===== src/rtl/adc_cfg_seq.sv =====
// ADC configuration sequencer: plays a 4-entry init table, then serves host single accesses
// through a strobed command word. Define ADC_CFG_VERIFY_EN to read back and check each init write.
module adc_cfg_seq #(
    parameter int unsigned RST_CYC   = 64,
    parameter int unsigned SETUP_CYC = 16,
    parameter int unsigned HOLD_CYC  = 320,
    parameter int unsigned GAP_CYC   = 64,
    parameter logic [22:0] INIT0     = 23'h00_0001,
    parameter logic [22:0] INIT1     = 23'h01_0000,
    parameter logic [22:0] INIT2     = 23'h02_0080,
    parameter logic [22:0] INIT3     = 23'h03_00FF
) (
    input  logic        clk,
    input  logic        reset,
    input  logic        start,
    input  logic        host_cmd_valid,
    input  logic [31:0] host_cmd,
    output logic        host_cmd_ready,
    output logic [31:0] cmd_out,
    input  logic [31:0] rd_data_in,
    output logic [15:0] rd_data,
    output logic        rd_valid,
    output logic        busy,
    output logic        init_done,
    output logic        err
);

    typedef enum logic [2:0] {
        IDLE,
        ADC_RST,
        SETUP,
        STROBE,
        GAP
`ifdef ADC_CFG_VERIFY_EN
        , VERIFY
`endif
    } state_t;

    // Counters are loaded with N-1 on state entry so each state lasts exactly N cycles.
    localparam logic [9:0]  RST_LD    = 10'(RST_CYC - 1);
    localparam logic [9:0]  SETUP_LD  = 10'(SETUP_CYC - 1);
    localparam logic [9:0]  HOLD_LD   = 10'(HOLD_CYC - 1);
    localparam logic [9:0]  GAP_LD    = 10'(GAP_CYC - 1);
    localparam logic [31:0] IDLE_WORD = 32'h0000_0004;

    function automatic logic [22:0] init_entry(input logic [1:0] i);
        case (i)
            2'd0:    return INIT0;
            2'd1:    return INIT1;
            2'd2:    return INIT2;
            default: return INIT3;
        endcase
    endfunction

    function automatic logic [31:0] make_word(input logic [15:0] d, input logic [6:0] a,
                                              input logic rw, input logic stb);
        return {d, 1'b0, a, 5'b0_0000, 1'b1, rw, stb};
    endfunction

    state_t      state, state_nxt;
    logic [9:0]  cnt, cnt_nxt;
    logic [1:0]  idx, idx_nxt;
    logic        init_mode, init_mode_nxt;
    logic [15:0] acc_data, acc_data_nxt;
    logic [6:0]  acc_addr, acc_addr_nxt;
    logic        acc_rw, acc_rw_nxt;
    logic [31:0] cmd_nxt;
    logic [15:0] rd_data_nxt;
    logic        rd_valid_nxt, init_done_nxt;
    logic        go_setup, advance;
    logic [15:0] set_data;
    logic [6:0]  set_addr;
    logic        set_rw;
    logic [22:0] next_entry;
`ifdef ADC_CFG_VERIFY_EN
    logic        rd_phase, rd_phase_nxt;
    logic        err_q, err_nxt;
`endif

    logic unused_bits;
    assign unused_bits = ^{rd_data_in[31:16], host_cmd[15], host_cmd[7:2], host_cmd[0]};

    assign busy           = (state != IDLE);
    assign host_cmd_ready = (state == IDLE) && !start;

    // NOTE: every variable gets a default before the case so no latch is inferred.
    always_comb begin
        state_nxt     = state;
        cnt_nxt       = (cnt != '0) ? cnt - 10'd1 : cnt;
        idx_nxt       = idx;
        init_mode_nxt = init_mode;
        acc_data_nxt  = acc_data;
        acc_addr_nxt  = acc_addr;
        acc_rw_nxt    = acc_rw;
        cmd_nxt       = cmd_out;
        rd_data_nxt   = rd_data;
        rd_valid_nxt  = 1'b0;
        init_done_nxt = init_done;
        go_setup      = 1'b0;
        advance       = 1'b0;
        set_data      = acc_data;
        set_addr      = acc_addr;
        set_rw        = acc_rw;
        next_entry    = init_entry(idx + 2'd1);
`ifdef ADC_CFG_VERIFY_EN
        rd_phase_nxt  = rd_phase;
        err_nxt       = err_q;
`endif
        case (state)
            IDLE: begin
                if (start) begin
                    state_nxt     = ADC_RST;
                    cnt_nxt       = RST_LD;
                    cmd_nxt       = '0;
                    idx_nxt       = '0;
                    init_mode_nxt = 1'b1;
                    init_done_nxt = 1'b0;
`ifdef ADC_CFG_VERIFY_EN
                    rd_phase_nxt  = 1'b0;
                    err_nxt       = 1'b0;
`endif
                end else if (host_cmd_valid) begin
                    go_setup      = 1'b1;
                    set_data      = host_cmd[31:16];
                    set_addr      = host_cmd[14:8];
                    set_rw        = host_cmd[1];
                    init_mode_nxt = 1'b0;
                end
            end
            ADC_RST: begin
                if (cnt == '0) begin
                    go_setup              = 1'b1;
                    {set_addr, set_data}  = init_entry(idx);
                    set_rw                = 1'b0;
                end
            end
            SETUP: begin
                if (cnt == '0) begin
                    state_nxt = STROBE;
                    cnt_nxt   = HOLD_LD;
                    cmd_nxt   = make_word(acc_data, acc_addr, acc_rw, 1'b1);
                end
            end
            STROBE: begin
                if (cnt == '0) begin
                    state_nxt = GAP;
                    cnt_nxt   = GAP_LD;
                    cmd_nxt   = make_word(acc_data, acc_addr, acc_rw, 1'b0);
                end
            end
            GAP: begin
                if (cnt == '0) begin
                    rd_data_nxt = rd_data_in[15:0];
                    if (!init_mode) begin
                        rd_valid_nxt = acc_rw;
                        state_nxt    = IDLE;
                        cmd_nxt      = IDLE_WORD;
                    end
`ifdef ADC_CFG_VERIFY_EN
                    else if (!rd_phase) begin
                        // Read back the entry just written; data field is left as written.
                        rd_phase_nxt = 1'b1;
                        go_setup     = 1'b1;
                        set_rw       = 1'b1;
                    end else begin
                        rd_phase_nxt = 1'b0;
                        rd_valid_nxt = 1'b1;
                        state_nxt    = VERIFY;
                    end
`else
                    else begin
                        advance = 1'b1;
                    end
`endif
                end
            end
`ifdef ADC_CFG_VERIFY_EN
            VERIFY: begin
                if (rd_data != acc_data) err_nxt = 1'b1;
                advance = 1'b1;
            end
`endif
            default: state_nxt = IDLE;
        endcase

        if (advance) begin
            if (idx == 2'd3) begin
                state_nxt     = IDLE;
                init_done_nxt = 1'b1;
                init_mode_nxt = 1'b0;
                cmd_nxt       = IDLE_WORD;
            end else begin
                idx_nxt              = idx + 2'd1;
                go_setup             = 1'b1;
                {set_addr, set_data} = next_entry;
                set_rw               = 1'b0;
            end
        end

        if (go_setup) begin
            state_nxt    = SETUP;
            cnt_nxt      = SETUP_LD;
            acc_data_nxt = set_data;
            acc_addr_nxt = set_addr;
            acc_rw_nxt   = set_rw;
            cmd_nxt      = make_word(set_data, set_addr, set_rw, 1'b0);
        end
    end

    // NOTE: state registers use non-blocking assignments so all updates land together.
    always_ff @(posedge clk or posedge reset) begin
        if (reset) begin
            state     <= IDLE;
            cnt       <= '0;
            idx       <= '0;
            init_mode <= 1'b0;
            acc_data  <= '0;
            acc_addr  <= '0;
            acc_rw    <= 1'b0;
            cmd_out   <= IDLE_WORD;
            rd_data   <= '0;
            rd_valid  <= 1'b0;
            init_done <= 1'b0;
`ifdef ADC_CFG_VERIFY_EN
            rd_phase  <= 1'b0;
            err_q     <= 1'b0;
`endif
        end else begin
            state     <= state_nxt;
            cnt       <= cnt_nxt;
            idx       <= idx_nxt;
            init_mode <= init_mode_nxt;
            acc_data  <= acc_data_nxt;
            acc_addr  <= acc_addr_nxt;
            acc_rw    <= acc_rw_nxt;
            cmd_out   <= cmd_nxt;
            rd_data   <= rd_data_nxt;
            rd_valid  <= rd_valid_nxt;
            init_done <= init_done_nxt;
`ifdef ADC_CFG_VERIFY_EN
            rd_phase  <= rd_phase_nxt;
            err_q     <= err_nxt;
`endif
        end
    end

`ifdef ADC_CFG_VERIFY_EN
    assign err = err_q;
`else
    assign err = 1'b0;
`endif

endmodule


===== config.mk =====
export PLATFORM = sky130hd
export DESIGN_NAME = adc_cfg_seq
export DESIGN_NICKNAME = d
export VERILOG_FILES = /design/src/rtl/adc_cfg_seq.sv
export SDC_FILE = /design/constraint.sdc
export NUM_CORES = 1
export LEC_CHECK = 0
export CAP_MARGIN = 15
export CORE_ASPECT_RATIO = 2
export CORE_MARGIN = 2
export CORE_UTILIZATION = 38
export DETAILED_ROUTE_END_ITERATION = 16
export GPL_ROUTABILITY_DRIVEN = 0
export PLACE_DENSITY = 0.66
export SLEW_MARGIN = 20
export SYNTH_ARGS = -nofsm -noshare
export SYNTH_HDL_FRONTEND = slang
export SYNTH_SLANG_ARGS = --single-unit
export TNS_END_PERCENT = 100

===== constraint.sdc =====
create_clock -name clk -period 5 [get_ports clk]
set_input_delay 0.5 -clock clk [delete_from_list [all_inputs] [get_ports clk]]
set_output_delay 0.5 -clock clk [all_outputs]
set_load 0.05 [all_outputs]

==> results.md, run 1 <==
- The run finished with clean final reports.
- The finished cells cover about 5500 um2.
- STA classifies the critical path startpoint as a flip-flop.
- Yosys printed 0 warnings.
- The die is 78.2 um wide.
- Between clock sinks in the finished design, the worst skew comes to 6.70 ps.
- The worst register-to-register path begins at cnt[0]$_DFF_PP0_.
- Setup repair after global routing left no endpoint under its margin.
- Buffers placed on the I/O ports in this run total 95.
- The relative area change from synthesis to final layout is 31.9%.
- The routed design has 10900 um of wire.
- After the first detailed-routing iteration, the DRC count stood at 199.
- The first-pass iteration count of the detailed router is 4.
- The destination of the worst hold path is cmd_out[22]$_DFF_PP0_.
- In this run the deepest clock path goes through 2 buffers.
- In this run the clock root is driven by a sky130_fd_sc_hd__clkbuf_16.
- The tightest min-delay check is of the reg -> reg type.
- The number of global-route vias before repair is 3486.
- The slew at the pin closest to its max-slew limit is roughly 1000 ps.
- The number of cells on the worst reg-to-reg path is 8.
- Final hold analysis gives a worst-case slack of 478 ps.
- The number of setup buffers added after CTS is 0.
- The internal reg-to-reg setup slack is 1850 ps.
- The number of placed instances, taps included, is between 500 and 600.
- The area of the core is 10800 um2.
- The HPWL after detailed placement is 7860 um.
- The largest vdd supply drop is about 0.00023 V.
- The final-layout setup total negative slack is 0 ps.
- Summing all placed instances gives a cell area of around 5200 um2.
- In this run, post-CTS hold repair placed 0 buffers.
- The netlist uses 58 different library cells.
- The final setup violation count is 0.
- Dividing the detail-routed via count by the number of cells gives 5.48.
- The count of unresolved DRC violations after routing is 0.
- For this run, the post-layout net count is 541.
- The most used flip-flop cell after synthesis is sky130_fd_sc_hd__dfrtp_1.
- Cells with a size suffix above 1 make up 11.1% of the layout.
- The smallest clock period supported by the final layout is computed as 3150 ps.
- The number of clock sinks is 90.
- The post-cts repair resize count is 0.
- For this design the ratio of total power to cell area is 301 nW/um2.
- Of all flip-flops after synthesis, the portion carrying an async set or reset was between 90% and 100%.
- The max-slew violation count is 0.
- The remaining global-route overflow is 0.
- The critical path endpoint category is a flip-flop.
- The final cell count without fillers is 610.
- The number of synthesized flops with an enable pin is 0.
- The combinational family with the most area after synthesis is compound AO/OA/AOI/OAI gates.
- The total clock buffers created by CTS is 9.
- The number of antenna violations at the first check in global routing is 0.
- The multiplexer share of the synthesized area is 4.82%.
- After clock tree synthesis, the clock-pin slew on the worst setup and hold paths is 70 ps.
- The tool flagged a number of max-cap violations equal to 0.
- Dividing the final minimum period by the clock period gives 63.1%.
- The antenna diode count is 0.
- The die outline area is ~12000 um2.
- For this design the static power due to leakage is 2.52 nW.
- Entering global routing, the biggest net connects 55 pins.
- The critical path is of the reg -> reg type.
- In this run, synthesis produced a sequential element count of 90.
- For this block, the via count after detailed routing is 3342.
- Dividing the detail-routed wire length by the instance count gives around 18 um.
- Global routing consumed, over all layers together, between 10% and 20% of the routing resources.
- In this run the worst path has a maximum fanout of 26.
- Counting every instance in the synthesized netlist gives approximately 380.
- The count of standard-cell rows is 54.
- Summing every instance area after synthesis gives roughly 4200 um2.
- The remaining antenna violation count after routing is 0.
- The highest clock rate is 317 MHz.
- 121 I/O pins were placed.
- The end of the worst register-to-register path is cmd_out[27]$_DFF_PP0_.
- The H-tree depth is 3.
- The post-synthesis share of cell area spent on full adders, half adders and majority gates is 2.40%.
- The initial core utilization is 38.7%.
- The final count of hold timing violations is 0.
- In this run the tightest slew margin relative to its limit is a little over a third.
- The final core utilization is approximately half.
- The net count after synthesis is around 450.
- At the later pin of the worst-skew pair, clock insertion delay measures 350 ps.
- The synthesized netlist devotes between 10% and 20% of its cell area to compound gates.
- The vertical die dimension is 152 um.
- The clock tree from TritonCTS is yes.
- A synthesized cell averages 11.1 um2.
- STA puts the critical path data required time at 5220 ps.
- The first global-routing pass estimated 18100 um of wire.
- For this run, the register share of the synthesized area comes to 53.9%.
- The post-synthesis share of cell area spent on xor and xnor gates is 1.47%.
- Data arrives at the worst endpoint at 3380 ps.
- Summing the areas of all and, or, nand and nor instances in the mapped netlist gives 16.8% of the synthesized area.
- In this run the most critical hold path is launched from cmd_out[22]$_DFF_PP0_.
- Along the worst hold path, the cell count comes to 1.
-- metal layers --
metal / global-route usage, % / routed length [um] / up-vias
li1: - / - / 1555
met1: 21.6 / 4150 / 1675
met2: 34.4 / 6070 / 86
met3: 4.27 / 408 / 26
met4: 9.27 / 311 / 0
met5: 0 / 0 / -
-- registers in the layout (all words and copies together), names as in the netlist --
| signal | flops |
|---|---|
| cnt | 10 |
| acc_addr | 7 |
| init_mode | 1 |
| init_done | 1 |
| rd_valid | 1 |
| rd_data | 16 |
| acc_rw | 1 |
| state | 3 |
| cmd_out | 32 |
| acc_data | 16 |
| idx | 2 |
-- synthesized netlist by cell type (all sizes together), types with 7 or more instances --
cell type	number	share of area, %
o21ai	8	0.96
buf	8	1.3
nor4	7	2.1
nor2	29	2.8
nand2	19	1.7
a221o	20	4.8
ha	8	2.4
mux2	17	4.6
a21o	10	1.8
inv	8	0.72
and2	17	2.6
a22oi	8	1.4
nor3	10	1.5
clkbuf	15	1.3
nand3	7	0.84
a21oi	36	4.3
dfrtp	89	53
-- critical path, cell delays in order (launching register included) --
cell and delay, ps:
sky130_fd_sc_hd__dfrtp_1 410, sky130_fd_sc_hd__inv_1 100, sky130_fd_sc_hd__ha_1 180, sky130_fd_sc_hd__or3b_2 610, sky130_fd_sc_hd__nor4_4 290, sky130_fd_sc_hd__buf_4 340, sky130_fd_sc_hd__o22ai_1 390, sky130_fd_sc_hd__and2_4 390
sky130_fd_sc_hd__a221o_1 330
-- final cells by class --
type	count	area [um2]
Clock inverter	7	52.6
Multi-Input combinational cell	256	1790
Tap cell	140	175
Timing Repair Buffer	100	988
Clock buffer	9	225
Inverter	8	31.3
Fill cell	1017	5300
Sequential cell	90	2250
-- where the power goes --
group          internal, mW  switching (mW)  leakage [nW]
combinational        0.0922           0.123          1.25
clock                 0.340           0.291         0.136
sequential            0.770          0.0411          1.14
total                  1.20           0.455          2.52
-- placed cells by master, fill, tap and decap left out, types with 3 or more instances in the layout --
cell,synthesis,layout
sky130_fd_sc_hd__nor2_1,28,27
sky130_fd_sc_hd__nor4_4,3,3
sky130_fd_sc_hd__nor4_1,4,4
sky130_fd_sc_hd__a221o_1,20,20
sky130_fd_sc_hd__inv_1,7,6
sky130_fd_sc_hd__nand2b_1,5,5
sky130_fd_sc_hd__nand2_1,19,19
sky130_fd_sc_hd__nor3_1,9,9
sky130_fd_sc_hd__a21o_1,10,10
sky130_fd_sc_hd__buf_4,2,5
sky130_fd_sc_hd__xnor2_1,4,4
sky130_fd_sc_hd__a31oi_1,3,3
sky130_fd_sc_hd__a21oi_1,36,36
sky130_fd_sc_hd__xor2_1,3,3
sky130_fd_sc_hd__a22oi_1,8,8
sky130_fd_sc_hd__nand3_1,7,7
sky130_fd_sc_hd__clkinv_2,0,3
sky130_fd_sc_hd__nor4b_1,3,3
sky130_fd_sc_hd__dfrtp_1,89,89
sky130_fd_sc_hd__clkdlybuf4s50_1,0,95
sky130_fd_sc_hd__and3_1,6,6
sky130_fd_sc_hd__and2_1,16,16
sky130_fd_sc_hd__clkbuf_16,0,9
sky130_fd_sc_hd__ha_1,8,8
sky130_fd_sc_hd__mux2_2,16,16
sky130_fd_sc_hd__o21ai_0,8,8
sky130_fd_sc_hd__nand4_1,4,4
-- stage by stage --
stage / total power, mW / setup slack (ps)
after CTS: 1.68 / 1840
after global routing: 1.72 / 1700
final: 1.66 / 1850
after floorplan: 0.946 / 2170
after global placement: 1.03 / 1870
after detailed placement: 1.04 / 1860
-- logic make-up after synthesis --
family | count (synthesis)
adders and majority gates | 8
other | 1
muxes | 18
AOI/OAI and AO/OA | 102
xor gates and xnor gates | 7
buffers and inverters | 31
DFF | 90
and+or+nand+nor | 120
-- worst max-delay path by stage --
stage	start	end	slack [ps]
after floorplan	reset	acc_addr[0]$_DFFE_PP0P_	2170
after global placement	cnt[0]$_DFF_PP0_	cmd_out[26]$_DFF_PP0_	1870
after detailed placement	cnt[0]$_DFF_PP0_	cmd_out[27]$_DFF_PP0_	1860
after CTS	cnt[0]$_DFF_PP0_	cmd_out[27]$_DFF_PP0_	1840
after global routing	cnt[1]$_DFF_PP0_	cmd_out[27]$_DFF_PP0_	1700
final	cnt[0]$_DFF_PP0_	cmd_out[27]$_DFF_PP0_	1850
Power figures use the tool's default switching activity.
==> run 2: changes to the inputs <==
Clock period 5 ns to 3.12 ns, I/O delays scaled along.
==> run 2 against run 1 <==
Sequential share of layout area decreased by 0.54 points. Wire length increased by 1.7%. Largest cell class unchanged. Clock skew increased by 1.3 ps. Worst hold slack got worse by 140 ps. Clock power increased by 57%.
==> results.md, run 2 (synthesized netlist as in run 1, its figures left out) <==
- The initial core utilization was 38.7% (unchanged).
- The number of max-cap violations is 0 (unchanged).
- The count of unresolved DRC violations after routing is 0 (unchanged).
- The power density normalized to cell area is 473 nW/um2 (+57%).
- The final wirelength is 11100 um (+1.7%).
- The library cell contributing the largest single delay on the critical path is sky130_fd_sc_hd__or3b_2.
- The remaining max-slew budget at the tightest pin is 62.3% (+27 points).
- The clock latency reported for the late side of the worst-skew pair is 340 ps (about the same).
- The clock tree root buffer cell is sky130_fd_sc_hd__clkbuf_16.
- The register with the most flip-flops is cmd_out.
- Setup repair after global routing left no endpoint under its margin.
- The minimum period implied by the final worst setup slack is 2660 ps (-490 ps).
- The total routing resource utilization after global routing is 19.6% (+0.18 points).
- The top cell types in the final layout, fill and taps aside, are sky130_fd_sc_hd__clkdlybuf4s50_1, sky130_fd_sc_hd__dfrtp_1, sky130_fd_sc_hd__a21oi_1, sky130_fd_sc_hd__nor2_1, sky130_fd_sc_hd__a221o_1.
- The number of buffers inserted by hold repair at cts is 0 (unchanged).
- The number of clock sinks came to 90 (unchanged).
- The antenna diode count was 0 (unchanged).
- The internal reg-to-reg setup slack was 460 ps (-1390 ps).
- The count of standard-cell rows is 54 (unchanged).
- The H-tree depth was 3 (unchanged).
- The post-cts repair resize count is 0 (unchanged).
- The first-pass iteration count of the detailed router is 4 (unchanged).
- The tightest min-delay check is of the in -> async type.
- The setup slack after placement is 445 ps (-1410 ps).
- The routed length per instance is 18.0 um (+0.26%).
- Traced cell by cell, the critical path runs through inv_1, ha_1, or3b_2, nor3_4, inv_2, nor2_4, mux2_2.
- The fill cell instance count of the final layout is 996 (-2.1%).
- The number of antenna violations at the first check in global routing is 0 (unchanged).
- The maximum net fanout on the critical path is 19 (-27%).
- The largest vdd supply drop is 0.000285 V (+22%).
- The remaining antenna violation count after routing is 0 (unchanged).
- The number of buffers inserted by port buffering is 95 (unchanged).
- The critical path is of the reg -> reg type.
- The area of the multi-input gates is 1790 um2 (unchanged).
- The critical path endpoint category is a flip-flop.
- The fraction of final layout cells sized beyond drive strength 1 is 12.5% (+1.5 points).
- The sequential standard cell area was 2250 um2 (unchanged).
- The vertical die dimension is 152 um (unchanged).
- The remaining global-route overflow is 0 (unchanged).
- The die outline area was 11900 um2 (unchanged).
- The top-level port count is 121 (unchanged).
- The largest registers in the layout are cmd_out x32, acc_data x16, rd_data x16.
- The flip-flop count of the largest register, all copies and words added is 32 (unchanged).
- The sum of net half-perimeters after detailed placement is 8050 um (+2.4%).
- The number of global-route vias before repair is 3503 (+0.49%).
- The largest net degree at the start of global routing was 62 (+13%).
- The flow ran to the end, and the final reports show no timing, DRC or antenna violations.
- The max-slew violation count came to 0 (unchanged).
- The final-layout setup total negative slack is 0 ps (unchanged).
- The worst hold-check slack is 338 ps (-140 ps).
- The share of the clock period used by the worst path was 85.4% (+22 points).
- The detailed router's first-iteration violation count came to 195 (-2.0%).
- The final worst slack is 457 ps (-1390 ps).
- The clock slew at the register clock pins of the worst setup and hold paths came to 70 ps (about the same).
- The maximum single-stage delay on the critical path is 610 ps (about the same).
- The vias after detailed routing came to 3337 (-0.15%).
- The clock tree from TritonCTS is yes.
- The total clock buffers created by CTS is 9 (unchanged).
- The total number of nets in the final design is 550 (+1.7%).
- STA classifies the critical path startpoint as a flip-flop.
- The global-route wire length before repair came to 18100 um (+0.27%).
- The data required time at the worst endpoint is 3340 ps (-1880 ps).
- The data arrival time of the critical path is 2880 ps (-500 ps).
- The slew at the pin closest to its max-slew limit was 560 ps (-417 ps).
- The buffer count from post-CTS setup fixing is 0 (unchanged).
- The cell leakage power is 2.56 nW (+1.7%).
- The setup skew after layout was 8.03 ps (+1.34 ps).
- The final count of hold timing violations is 0 (unchanged).
- The chip width is 78.2 um (unchanged).
- The area of the core is 10800 um2 (unchanged).
- The highest clock rate is 375 MHz (+18%).
- The most frequent standard cell in the layout excluding fill and tap cells is sky130_fd_sc_hd__clkdlybuf4s50_1.
- The maximum root-to-sink buffer count was 2 (unchanged).
- The via density per instance was 5.39 (-1.6%).
- The final setup violation count came to 0 (unchanged).
- From synthesis to final layout, the design area changed by 33.7%.
==> run 2: final cells by class <==
type	count	share of cell area [%]
flip-flops and latches	90	40.3
clock inverters	6	0.762
well taps	140	3.14
multi-input cells	256	32.0
repair buffers	109	19.1
clock buffers	10	4.10
inverters	8	0.560
==> run 2: stage by stage <==
stage	instances	power [mW]	util [%]	cell area, um2
after floorplan	377	1.52	-	4180
after global placement	603	1.66	49.2	5310
after detailed placement	603	1.67	49.2	5310
after CTS	619	2.67	51.7	5590
after global routing	619	2.75	51.7	5590
final	619	2.64	51.7	5590
==> run 2: path summary, 6_finish.rpt <==
path / startpoint / end / cells after the start
setup / recovery: cnt[1]$_DFF_PP0_ / rd_data[10]$_DFFE_PP0P_ / 7
hold / removal: reset / rd_data[4]$_DFFE_PP0P_ / 2
setup reg to reg: cnt[1]$_DFF_PP0_ / rd_data[10]$_DFFE_PP0P_ / 7
hold reg to reg: acc_addr[6]$_DFFE_PP0P_ / acc_addr[6]$_DFFE_PP0P_ / 1
max in group asynchronous: reset / cnt[4]$_DFF_PP0_ / 3
min in group clk: acc_addr[6]$_DFFE_PP0P_ / acc_addr[6]$_DFFE_PP0P_ / 1
==> run 2: worst max-delay path, delay by kind of cell (launching register included) <==
| family | cells | cell delay, ps |
|---|---|---|
| fa+ha+maj | 1 | 160 |
| buf+inv | 2 | 250 |
| mux | 1 | 400 |
| flops | 1 | 420 |
| simple gates | 3 | 1320 |
==> run 2: routing by layer <==
layer	track usage (%)	vias to the layer above	wire length, um
met4	10.9	0	444
met5	0	-	0
met3	2.90	23	405
met1	21.9	1640	4210
met2	34.7	104	6070
li1	-	1570	-
==> run 2: where the power goes <==
group	internal, mW	switching [mW]
Sequential	1.23	0.0680
Combinational	0.151	0.196
Clock	0.541	0.451
